--- config.mk ---
export PLATFORM = sky130hd
export DESIGN_NAME = delay_sched_flat
export DESIGN_NICKNAME = d
export VERILOG_FILES = /design/src/rtl/delay_sched_pkg.sv /design/src/rtl/delay_sched_if.sv /design/src/rtl/delay_rr_arb.sv /design/src/rtl/delay_sched.sv /design/src/flat_wrapper.sv
export SDC_FILE = /design/constraint.sdc
export NUM_CORES = 1
export LEC_CHECK = 0
export ABC_AREA = 1
export CAP_MARGIN = 10
export CORE_MARGIN = 2
export CORE_UTILIZATION = 40
export CTS_BUF_LIST = sky130_fd_sc_hd__clkbuf_4
export DETAILED_ROUTE_END_ITERATION = 6
export GPL_ROUTABILITY_DRIVEN = 0
export GPL_TIMING_DRIVEN = 0
export PLACE_DENSITY = 0.69
export SETUP_SLACK_MARGIN = 0.5
export SKIP_CTS_REPAIR_TIMING = 1
export SLEW_MARGIN = 40
export SYNTH_ARGS = -nofsm -noshare
export SYNTH_HDL_FRONTEND = slang
export SYNTH_SLANG_ARGS = --single-unit
export TNS_END_PERCENT = 50
--- constraint.sdc ---
create_clock -name clk -period 2.7 [get_ports clk]
set_input_delay 0.27 -clock clk [delete_from_list [all_inputs] [get_ports clk]]
set_output_delay 0.27 -clock clk [all_outputs]
set_load 0.05 [all_outputs]
--- src/rtl/delay_sched_pkg.sv ---
// Shared types and helpers for the delay scheduler.
package delay_sched_pkg;

  localparam int DEF_NREQ  = 4;
  localparam int DEF_CBITS = 16;
  localparam int MAX_NREQ  = 16;

  typedef enum logic {
    IDLE = 1'b0,
    RUN  = 1'b1
  } state_t;

  // One-hot decode of a requester index. Callers narrow the result to NREQ.
  function automatic logic [MAX_NREQ-1:0] onehot(input logic [3:0] idx);
    logic [MAX_NREQ-1:0] v;
    v      = '0;
    v[idx] = 1'b1;
    return v;
  endfunction

endpackage

--- src/rtl/delay_sched_if.sv ---
// Requester-side bundle of the delay scheduler: request levels, lengths, and
// the grant/done/abort/busy status returned to the requesters.
interface delay_sched_if
  import delay_sched_pkg::*;
#(
  parameter int NREQ  = DEF_NREQ,
  parameter int CBITS = DEF_CBITS
);
  logic [NREQ-1:0]       req;
  logic [NREQ*CBITS-1:0] len;
  logic [NREQ-1:0]       grant;
  logic [NREQ-1:0]       done;
  logic                  abort;
  logic                  busy;

  modport master (output req, len, input grant, done, abort, busy);
  modport slave  (input req, len, output grant, done, abort, busy);
endinterface

--- src/rtl/delay_rr_arb.sv ---
// Combinational round-robin picker: first set req bit strictly after 'last',
// wrapping around to 0 and ending at 'last' itself.
module delay_rr_arb #(
  parameter int NREQ = 4,
  parameter int OW   = $clog2(NREQ)
) (
  input  logic [NREQ-1:0] req,
  input  logic [OW-1:0]   last,
  output logic [OW-1:0]   owner,
  output logic            valid
);

  // Two passes: indices above 'last' first, then 0..last.
  always_comb begin
    logic found;
    found = 1'b0;
    owner = '0;
    for (int j = 0; j < NREQ; j++) begin
      if (!found && req[j] && (j > int'(last))) begin
        found = 1'b1;
        owner = OW'(j);
      end
    end
    for (int j = 0; j < NREQ; j++) begin
      if (!found && req[j] && (j <= int'(last))) begin
        found = 1'b1;
        owner = OW'(j);
      end
    end
    valid = found;
  end

endmodule

--- src/rtl/delay_sched.sv ---
// Shared-timer scheduler: grants the single delay counter to one requester at
// a time, counts its latched length, and reports done or abort.
module delay_sched
  import delay_sched_pkg::*;
#(
  parameter int NREQ  = DEF_NREQ,
  parameter int CBITS = DEF_CBITS
) (
  input  logic         clk,
  input  logic         rst,
  delay_sched_if.slave bus
);

  localparam int OW = $clog2(NREQ);

  state_t            state, state_n;
  logic [OW-1:0]     owner, last, pick;
  logic              pick_vld;
  logic [CBITS-1:0]  cnt, len_q;
  logic              own_req, at_end;
  logic [NREQ-1:0]   owner_oh;
  logic [NREQ-1:0]   grant, done;
  logic              abort, busy;

  delay_rr_arb #(.NREQ(NREQ), .OW(OW)) u_arb (
    .req   (bus.req),
    .last  (last),
    .owner (pick),
    .valid (pick_vld)
  );

  assign own_req  = bus.req[owner];
  assign at_end   = (cnt == len_q);
  assign owner_oh = NREQ'(onehot(4'(owner)));

  // State register.
  always_ff @(posedge clk) begin
    if (rst) state <= IDLE;
    else     state <= state_n;
  end

  // Next state and outputs. done/abort are masked during reset so a reset
  // cycle never reports a completion or withdrawal.
  always_comb begin
    state_n = state;
    grant   = '0;
    done    = '0;
    abort   = 1'b0;
    busy    = 1'b0;
    case (state)
      IDLE: if (pick_vld) state_n = RUN;
      RUN: begin
        grant = owner_oh;
        busy  = 1'b1;
        if (!own_req) begin
          abort   = !rst;
          state_n = IDLE;
        end else if (at_end) begin
          done    = rst ? '0 : owner_oh;
          state_n = IDLE;
        end
      end
      default: state_n = IDLE;
    endcase
  end

  assign bus.grant = grant;
  assign bus.done  = done;
  assign bus.abort = abort;
  assign bus.busy  = busy;

  // Owner/pointer/length latch at grant; counter steps until it meets len_q.
  always_ff @(posedge clk) begin
    if (rst) begin
      owner <= '0;
      last  <= OW'(NREQ - 1);
      len_q <= '0;
      cnt   <= '0;
    end else if (state == IDLE) begin
      if (pick_vld) begin
        owner <= pick;
        last  <= pick;
        len_q <= bus.len[pick*CBITS +: CBITS];
        cnt   <= '0;
      end
    end else begin
      if (!own_req)     cnt <= '0;
      else if (!at_end) cnt <= cnt + CBITS'(1);
    end
  end

endmodule

--- src/flat_wrapper.sv ---
// flat-port wrapper written by rule: the top's interface ports become plain ports
module delay_sched_flat import delay_sched_pkg::*;
#(
  parameter int NREQ  = DEF_NREQ,
  parameter int CBITS = DEF_CBITS
)
  (clk, rst, bus_req, bus_len, bus_grant, bus_done, bus_abort, bus_busy);
  delay_sched_if #(.NREQ(NREQ), .CBITS(CBITS)) bus_i ();
  input  logic clk;
  input  logic rst;
  input wire logic [$bits(bus_i.req)-1:0] bus_req;
  input wire logic [$bits(bus_i.len)-1:0] bus_len;
  output wire logic [$bits(bus_i.grant)-1:0] bus_grant;
  output wire logic [$bits(bus_i.done)-1:0] bus_done;
  output wire logic [$bits(bus_i.abort)-1:0] bus_abort;
  output wire logic [$bits(bus_i.busy)-1:0] bus_busy;
  assign bus_i.req = bus_req;
  assign bus_i.len = bus_len;
  assign bus_grant = bus_i.grant;
  assign bus_done = bus_i.done;
  assign bus_abort = bus_i.abort;
  assign bus_busy = bus_i.busy;
  delay_sched #(.NREQ(NREQ), .CBITS(CBITS)) u_core (.clk(clk), .rst(rst), .bus(bus_i));
endmodule
==> impl_metrics.py <==
metrics = {
    "logic_synthesis": {
        "synth_fp_nets": 547,
        "synth_top_family_by_area": "simple AND/OR/NAND/NOR gates",
        "yosysTopAreaCell": "dfxtp_1",
        "async_reset_ff_share_pct": 0,
        "syn_avg_cell_area_um2": 5.95,
        "synth-seq-area-share_pct": 26.2,
        "ys_top_cells_by_area": "dfxtp_1 (26%), nand2_1 (14%), nand3_1 (13%)",
        "synth_seq_cells": 37,
        "netlist_area_mm2": 0.00283,
        "syn-instance-count": 476,
        "synth_simple_gate_area_share_pct": 47.3,
        "synth_xor_xnor_area_share_pct": 5.88,
        "synth_compound_area_share_pct": 5.97,
        "synthMuxAreaShare_pct": 0,
        "ys_types": 31,
        "synth-adder-area-share_pct": 0.442,
        "yosys_warnings": 0,
        "synth_edf_count": 0,
        "synth_top_area_share_pct": 26.2,
        "synthFlopType": "dfxtp_1",
    },
    "layout": {
        "multiInputGateArea_mm2": 0.00169,
        "final_cell_count_no_fill": 657,
        "drive_above_1_share_pct": 8.38,
        "n_antenna_cell": 0,
        "mostFrequentLayoutCells": "nand2_1 (109), inv_1 (76), clkdlybuf4s50_1 (72)",
        "ff_latch_area_um2": 742,
        "final_area_mm2": 0.00377,
        "finalNetCount": 632,
        "n_fill_cell": 668,
        "layout_commonest_cell": "nand2_1",
        "syn_to_final_growth_pct": 33.3,
    },
    "clock_network": {
        "cts_root_buf": "clkbuf_4",
        "cts_buffers": 5,
        "path_clk_slew_ns": 0.10,
        "cts.sink_count": 37,
        "clockBufferDepth": 2,
        "tritoncts": "built",
        "htree_num_levels": 2,
        "clk_latency_ns": 0.35,
    },
    "power": {
        "intPower_uw": 1020,
        "p_switching_uw": 651,
        "vdd_drop_max_uv": 178,
        "switching_share_pct": 38.9,
        "p_per_area_mw_per_mm2": 443,
        "p_total_uw": 1670,
        "p_comb_share_pct": 44.1,
        "clkPwrFrac_pct": 17.0,
        "pwr-share-seq_pct": 38.9,
        "leakagePower_uw": 0.00186,
    },
    "route": {
        "antenna_left": 0,
        "wire_per_inst_um": 11.5,
        "post_drt_via_cell_ratio": 4.73,
        "postRouteWirelength_um": 7520,
        "route.detailed.drc": 0,
        "first_iter_violations": 116,
        "vias": 3109,
        "dr.pass1.iters": 5,
    },
    "floorplan": {
        "boundaryPins": 80,
        "core_mm2": 0.00683,
        "die_w_um": 88.1,
        "dieArea_mm2": 0.00777,
        "fp.dieH_um": 88.1,
        "num_rows": 30,
        "initial_core_util_pct": 41.4,
    },
    "critical_path": {
        "cp.arrival_ns": 2.10,
        "path_max_fanout": 10,
        "critPathMaxStageDelay_ns": 0.81,
        "critPathKind": "register to primary output",
        "crit_path_start_kind": "register",
        "crit_chain": "clkinv_1, nor2_1, clkdlybuf4s50_1",
        "path_buf_inv": 2,
        "end_kind": "primary output",
        "required_ns": 2.43,
        "crit_family": "buffers and inverters",
        "crit_slowest_cell": "clkdlybuf4s50_1",
    },
    "grt": {
        "grt_max_degree": 11,
        "grt_pass1_vias": 2800,
        "grtUsageTotal_pct": 20.3,
        "grt_pass1_wl_um": 12600,
        "grt.overflow.total": 0,
        "antenna_found_initial": 0,
    },
    "timing": {
        "fmax_ghz": 0.421,
        "worstMarginPinSlew_ns": 0.502,
        "final.period_utilization_pct": 87.9,
        "clock_skew_ns": 0.0148,
        "setup_violations": 0,
        "maxSlewViolCount": 0,
        "finalHoldViolCount": 0,
        "whs_ns": 0.421,
        "rsz0062_at_grt": "true",
        "relSlewSlack_pct": 66.5,
        "period_minus_slack_ns": 2.37,
    },
    "place": {
        "placed_area_mm2": 0.00373,
        "dp_hpwl_um": 6190,
        "io_buffers": 78,
        "place_inst": 650,
    },
    "job": {
        "cap_violations": 0,
    },
    "worst_hold_path": {
        "hold_path_class": "input port to register",
    },
    "status": {
        "status": "complete, no violations",
    },
}
[synthesized netlist by cell type, drive strengths merged, types with 7 or more instances]
library cell / number
nand4: 10
xor2: 14
nand2: 113
a21oi: 20
o21ai: 8
dfxtp: 37
nor3b: 7
buf: 14
inv: 78
nand3: 72
nor3: 11
nor2: 75
[sequential cells by signal (all words and copies together), names as in the netlist]
register,count
u_core.owner,2
u_core.state,1
u_core.len_q,16
u_core.cnt,16
u_core.last,2
[cell type report]
cell class,instances,share of cell area [%]
plain buffers,19,2.85
clock buffers,6,1.19
clock inverters,1,0.0994
inverters,79,7.86
multi-input cells,341,44.7
flip-flops and latches,37,19.7
well taps,96,3.18
repair buffers,78,20.4
[logic make-up after synthesis]
group,after synthesis
buffers and inverters,98
XOR/XNOR,19
adder cells (fa/ha/maj),1
flip-flops,37
AND/OR/NAND/NOR,289
AO/OA/AOI/OAI,32
[path summary, 6_finish.rpt]
path,startpoint,to,slack (ns),cells after the start
setup / recovery,u_core.state,bus_grant[3],0.33,3
setup reg to reg,u_core.last[0],u_core.len_q[2],0.87,11
hold reg to reg,u_core.last[0],u_core.last[0],0.50,2
hold / removal,rst,u_core.len_q[7],0.42,4
[per-stage QoR]
step | setup WS [ns] | util (%) | setup TNS, ns
after global placement | -0.00806 | 54.6 | -0.0160
after floorplan | 0.191 | - | 0
after detailed placement | -0.101 | 54.6 | -0.269
final | 0.326 | 55.3 | 0
after global routing | 0.201 | 55.3 | 0
after CTS | -0.243 | 55.3 | -0.848
[metal layers]
metal | global-route usage, % | share of wire (%)
met1 | 28.0 | 48
met2 | 33.7 | 45
met3 | 3.20 | 6.3
met4 | 4.27 | 0.73
met5 | 0 | 0
[power by group through the flow]
stage               sequential (uW)  combinational, uW  clock (uW)
finish                          650                737         284
floorplan                       656                500           0
detailed placement              664                733           0
CTS                             650                737         286
global placement                662                725           0
global route                    658                825         307
[worst register-to-register path, delay by kind of cell, from the launching register on]
| kind | cells | cell delay (ns) |
|---|---|---|
| buffers and inverters | 2 | 0.33 |
| AND/OR/NAND/NOR | 9 | 1.04 |
| flip-flops | 1 | 0.37 |
(Power assumes the default switching activity.)
